### src/rtl/logic_unit_pkg.sv
`default_nettype none
// logic_unit_pkg: opcode encoding shared by the logic unit and its arbiter.
// Rev 1.0
package logic_unit_pkg;

  localparam int OP_W = 2;

  localparam logic [OP_W-1:0] OP_AND  = 2'b00;
  localparam logic [OP_W-1:0] OP_OR   = 2'b01;
  localparam logic [OP_W-1:0] OP_XOR  = 2'b10;
  localparam logic [OP_W-1:0] OP_NAND = 2'b11;

endpackage
`default_nettype wire

### src/rtl/logic_unit.sv
`default_nettype none
// logic_unit: combinational 2-operand bitwise unit (AND, OR, XOR, NAND).
// Rev 1.0
module logic_unit
  import logic_unit_pkg::*;
#(
  parameter int WIDTH = 8
) (
  input  logic [WIDTH-1:0] a_i,
  input  logic [WIDTH-1:0] b_i,
  input  logic [OP_W-1:0]  op_i,
  output logic [WIDTH-1:0] y_o
);

  always_comb begin
    y_o = a_i & b_i;
    case (op_i)
      OP_AND:  y_o = a_i & b_i;
      OP_OR:   y_o = a_i | b_i;
      OP_XOR:  y_o = a_i ^ b_i;
      OP_NAND: y_o = ~(a_i & b_i);
      default: y_o = a_i & b_i;
    endcase
  end

endmodule
`default_nettype wire

### src/rtl/logic_unit_arbiter.sv
`default_nettype none
// logic_unit_arbiter: round-robin sharing of one logic unit among NUM_REQ clients,
// with a single valid/ready result register tagged by the winner index. Rev 1.0
module logic_unit_arbiter
  import logic_unit_pkg::*;
#(
  parameter int NUM_REQ = 4,
  parameter int WIDTH   = 8,
  parameter int ID_W    = 2
) (
  input  logic                     clk,
  input  logic                     rst,
  input  logic [NUM_REQ-1:0]       req,
  input  logic [NUM_REQ*WIDTH-1:0] op_a,
  input  logic [NUM_REQ*WIDTH-1:0] op_b,
  input  logic [NUM_REQ*OP_W-1:0]  op_sel,
  output logic [NUM_REQ-1:0]       gnt,
  output logic                     res_valid,
  output logic [WIDTH-1:0]         res_data,
  output logic [ID_W-1:0]          res_id,
  input  logic                     res_ready,
  output logic [15:0]              grant_cnt
);

  localparam logic [15:0] CNT_MAX = 16'hFFFF;

  logic [ID_W-1:0]    ptr_q, ptr_d;
  logic               res_valid_q, res_valid_d;
  logic [WIDTH-1:0]   res_data_q, res_data_d;
  logic [ID_W-1:0]    res_id_q, res_id_d;
  logic [15:0]        grant_cnt_q, grant_cnt_d;

  logic               can_issue;
  logic               issue;
  logic [NUM_REQ-1:0] hi_mask;
  logic [NUM_REQ-1:0] pool;
  logic [ID_W-1:0]    win_idx;
  logic [WIDTH-1:0]   win_a, win_b, lu_y;
  logic [OP_W-1:0]    win_op;

  assign can_issue = !res_valid_q || res_ready;
  assign issue     = can_issue && (|req) && !rst;

  // Requests at or above the pointer take precedence; otherwise wrap to the lowest index.
  always_comb begin
    hi_mask = {NUM_REQ{1'b1}} << ptr_q;
    pool    = ((req & hi_mask) != '0) ? (req & hi_mask) : req;
    win_idx = '0;
    for (int i = NUM_REQ - 1; i >= 0; i--) begin
      if (pool[i]) win_idx = ID_W'(i);
    end
  end

  always_comb begin
    gnt = '0;
    if (issue) gnt[win_idx] = 1'b1;
  end

  assign win_a  = op_a[int'(win_idx)*WIDTH +: WIDTH];
  assign win_b  = op_b[int'(win_idx)*WIDTH +: WIDTH];
  assign win_op = op_sel[int'(win_idx)*OP_W +: OP_W];

  logic_unit #(
    .WIDTH(WIDTH)
  ) u_logic_unit (
    .a_i (win_a),
    .b_i (win_b),
    .op_i(win_op),
    .y_o (lu_y)
  );

  always_comb begin
    ptr_d       = ptr_q;
    res_valid_d = res_valid_q;
    res_data_d  = res_data_q;
    res_id_d    = res_id_q;
    grant_cnt_d = grant_cnt_q;
    if (issue) begin
      res_valid_d = 1'b1;
      res_data_d  = lu_y;
      res_id_d    = win_idx;
      ptr_d       = (win_idx == ID_W'(NUM_REQ - 1)) ? '0 : win_idx + 1'b1;
      if (grant_cnt_q != CNT_MAX) grant_cnt_d = grant_cnt_q + 16'd1;
    end else if (res_ready) begin
      res_valid_d = 1'b0;
    end
  end

  always_ff @(posedge clk or posedge rst) begin
    if (rst) begin
      ptr_q       <= '0;
      res_valid_q <= 1'b0;
      res_data_q  <= '0;
      res_id_q    <= '0;
      grant_cnt_q <= '0;
    end else begin
      ptr_q       <= ptr_d;
      res_valid_q <= res_valid_d;
      res_data_q  <= res_data_d;
      res_id_q    <= res_id_d;
      grant_cnt_q <= grant_cnt_d;
    end
  end

  assign res_valid = res_valid_q;
  assign res_data  = res_data_q;
  assign res_id    = res_id_q;
  assign grant_cnt = grant_cnt_q;

endmodule
`default_nettype wire

### config.mk
export PLATFORM = sky130hd
export DESIGN_NAME = logic_unit_arbiter
export DESIGN_NICKNAME = d
export VERILOG_FILES = /design/src/rtl/logic_unit_pkg.sv /design/src/rtl/logic_unit.sv /design/src/rtl/logic_unit_arbiter.sv
export SDC_FILE = /design/constraint.sdc
export NUM_CORES = 1
export LEC_CHECK = 0
export ABC_CLOCK_PERIOD_IN_PS = 3010
export BUFFER_PORTS_ARGS = -buffer_cell sky130_fd_sc_hd__buf_2
export CAP_MARGIN = 15
export CORE_UTILIZATION = 50
export CTS_BUF_LIST = sky130_fd_sc_hd__clkbuf_8
export DETAILED_ROUTE_END_ITERATION = 12
export PLACE_DENSITY = 0.86
export SLEW_MARGIN = 15
export SYNTH_ARGS = -nofsm -noshare
export SYNTH_HDL_FRONTEND = slang
export SYNTH_SLANG_ARGS = --single-unit
### constraint.sdc
create_clock -name clk -period 3.01 [get_ports clk]
set_clock_uncertainty 0.05 [all_clocks]
set_input_delay 0.301 -clock clk [delete_from_list [all_inputs] [get_ports clk]]
set_output_delay 0.301 -clock clk [all_outputs]
set_load 0.02 [all_outputs]
==> impl_metrics.ini <==
[yosys]
syn_area_per_cell_um2 = 7.55
synth_seq_area_share_pct = 27.7
synth_edf_count = 0
syn_area_um2 = 2620
async_flop_share_pct = 100
synthCells = 347
netlist.area_leader.share_pct = 27.7
synth.largest_area_cell = dfrtp_1
yosys.cell_types.count = 42
ys_ff_latch = 29
ys.flop_type = dfrtp_1
yosys_warnings = 0
synth.net_count = 447
netlist_top_cells_area = dfrtp_1, nand2_1, ha_1

[final_layout]
layout_common_cells = buf_2, nand2_1, nand3_1, dfrtp_1, inv_1
final_common_cell = buf_2
nNetsFinal = 554
diodes = 0
syn2layout_area_growth_pct = 26.9
drive_gt1_share_pct = 31.2
seq_area_um2 = 726
multi_input_area_um2 = 1730
nFillCells = 436
fin_cells = 522

[critical_path]
start_kind = register
crit_buf_inv = 2
r2r-end = res_data[6]
critPathKind = reg -> reg
path_cells = nor2b_2 > nor4b_4 > nor2_4 > buf_4 > nand2_1 > nand3_1 > nand2_1 > inv_1 > ha_1 > or3_1 > a21o_1 > a31oi_1
cp_slowest_cell = nor4b_4
critical_path_arrival_ns = 2.92
crit_path_max_incr_delay_ns = 0.53
cp_common_cell = nand2_1
rrSetupSlack_ns = 0.25
startpoint = ptr_q[0]
critical_path.top_delay_family = simple AND/OR/NAND/NOR gates
reg2reg_depth = 12
critPathRequiredTime_ns = 3.17
endpoint_kind = register
r2r_start = ptr_q[0]
path_max_fanout = 17

[route]
ant_nets = 0
via_per_inst = 5.37
dr_total_vias = 2803
drtIter0Drc = 121
wl_per_cell_um = 13.6
wl_um = 7090
drc = 0
firstDrtPassIters = 4

[cts]
hold_buffers = 0
cts_made_buffers = 5
root_buffer = clkbuf_8
cts.htree.levels = 2
tritoncts = done
cts_max_path_buffers = 2
path_clk_slew_ns = 0.07
post_cts_resized = 0
clock-sinks = 29
post_cts_buffers = 1
clk-insertion-delay-late_ns = 0.29

[sta]
max_freq_mhz = 362
fin_crit_ns = 2.76
rsz0062_at_grt = no
relSlewSlack_pct = 55.0
worst_slew_pin_slew_ns = 0.674
slew_violations = 0
setup_viol = 0
finalSetupTns_ns = 0
hold_viol_final = 0
finalCritPeriodShare_pct = 91.8

[run_status]
run_status = finished, final reports clean

[global_route]
antenna_found_initial = 0
top_usage_layer = met2
grt_use_met2_pct = 47.5
grt_max_degree = 42
track_usage_pct = 27.6
grt_pass1_wl_um = 11700
use_met1_pct = 33.8
grtUsageMet3_pct = 5.69
overflow = 0
grt_pass1_vias = 2602

[run]
max-cap-violations = 0

[floorplan]
chipWidth_um = 74.4
initial_core_util_pct = 53.7
dieArea_um2 = 5530
die_h_um = 74.4
core_area_um2 = 4880
rows = 25
io-pin-count = 110

[place]
gp_congestion = 0.872
hpwl_um = 5390
dp_cells = 512
portBuffers = 109

[power]
ir_drop_mv = 0.454
p_leak_nw = 1.72
power_mw = 2.96
powerDensity_nw_per_um2 = 891

[worst_hold_path]
hold_class = in -> async
## sequential cells by signal, indices dropped and copies added, names as in the netlist
| register | flops |
|---|---|
| grant_cnt | 16 |
| res_data | 8 |
| res_valid | 1 |
| res_id | 2 |
| ptr_q | 2 |
## per-layer routing
layer | up-vias | wire [um] | part of all wire, %
li1 | 1411 | - | -
met3 | 14 | 609 | 8.6
met1 | 1242 | 3040 | 43
met5 | - | 0 | 0
met2 | 136 | 3280 | 46
met4 | 0 | 159 | 2.2
## synthesized netlist by cell type, types with 2 or more instances
cell type	instances
a211o_1	2
a211oi_2	3
a21o_1	2
a21oi_1	7
a31oi_1	8
a32oi_1	6
and2_1	12
and3_1	4
buf_1	2
buf_2	5
clkbuf_1	11
dfrtp_1	29
ha_1	21
inv_1	21
mux2_2	3
nand2_1	79
nand2b_1	2
nand3_1	51
nand4_1	2
nor2_1	13
nor2b_2	2
nor3_1	8
nor3b_1	4
nor4b_4	2
o211ai_1	6
o21ai_0	11
o32a_1	2
or3_1	2
xnor2_1	13
xor2_1	2
## worst max-delay path by stage
| stage | to | slack [ns] | depth (start not counted) |
|---|---|---|---|
| 6_report | res_data[6] | 0.25 | 12 |
| 5_1_grt | res_data[6] | 0.02 | 12 |
| 4_1_cts | res_data[6] | 0.25 | 12 |
| 3_5_place_dp | res_data[6] | -0.34 | 12 |
| 3_3_place_gp | res_data[0] | -0.25 | 13 |
| 2_1_floorplan | res_data[0] | 0.41 | 11 |
## tightest hold or removal path, cell delays in order
cell,delay (ns)
buf_2,0.09
inv_1,0.07
buf_4,0.35
## per-stage QoR
| step | util (%) | cell area, um^2 | setup WS, ns | hold slack, ns |
|---|---|---|---|---|
| final | 68.1 | 3320 | 0.246 | 0.0725 |
| after global routing | 68.1 | 3320 | 0.0167 | 0.117 |
| after CTS | 68.1 | 3320 | 0.252 | 0.0814 |
| after detailed placement | 66.1 | 3230 | -0.336 | 0.386 |
| after global placement | 66.1 | 3230 | -0.252 | 0.382 |
| after floorplan | - | 2620 | 0.409 | 0.337 |
## cell families (layout without fill, tap and decap cells)
group                      Yosys count  in the layout  share of synthesized area [%]
and+or+nand+nor                    187            188                           35.3
adders and majority gates           21             21                           10.0
DFF                                 29             29                           27.7
muxes                                3              3                           1.29
xor gates and xnor gates            15             15                           5.02
buffers and inverters               41            148                           6.59
AOI/OAI and AO/OA                   51             51                           14.0
## final cells by class
type,count,share of cell area (%)
inverter,22,2.64
clock buffer,5,2.07
timing repair buffer,118,18.4
tap,67,2.52
multi-input combinational,278,52.1
clock inverter,3,0.414
sequential,29,21.8
## report_power, final
part / total, mW / internal (mW) / switching, mW / leakage (nW)
Combinational: 2.03 / 0.802 / 1.23 / 1.32
Clock: 0.315 / 0.156 / 0.159 / 0.0491
Sequential: 0.614 / 0.508 / 0.107 / 0.353
Note: power is estimated with default switching activity, not from simulation.
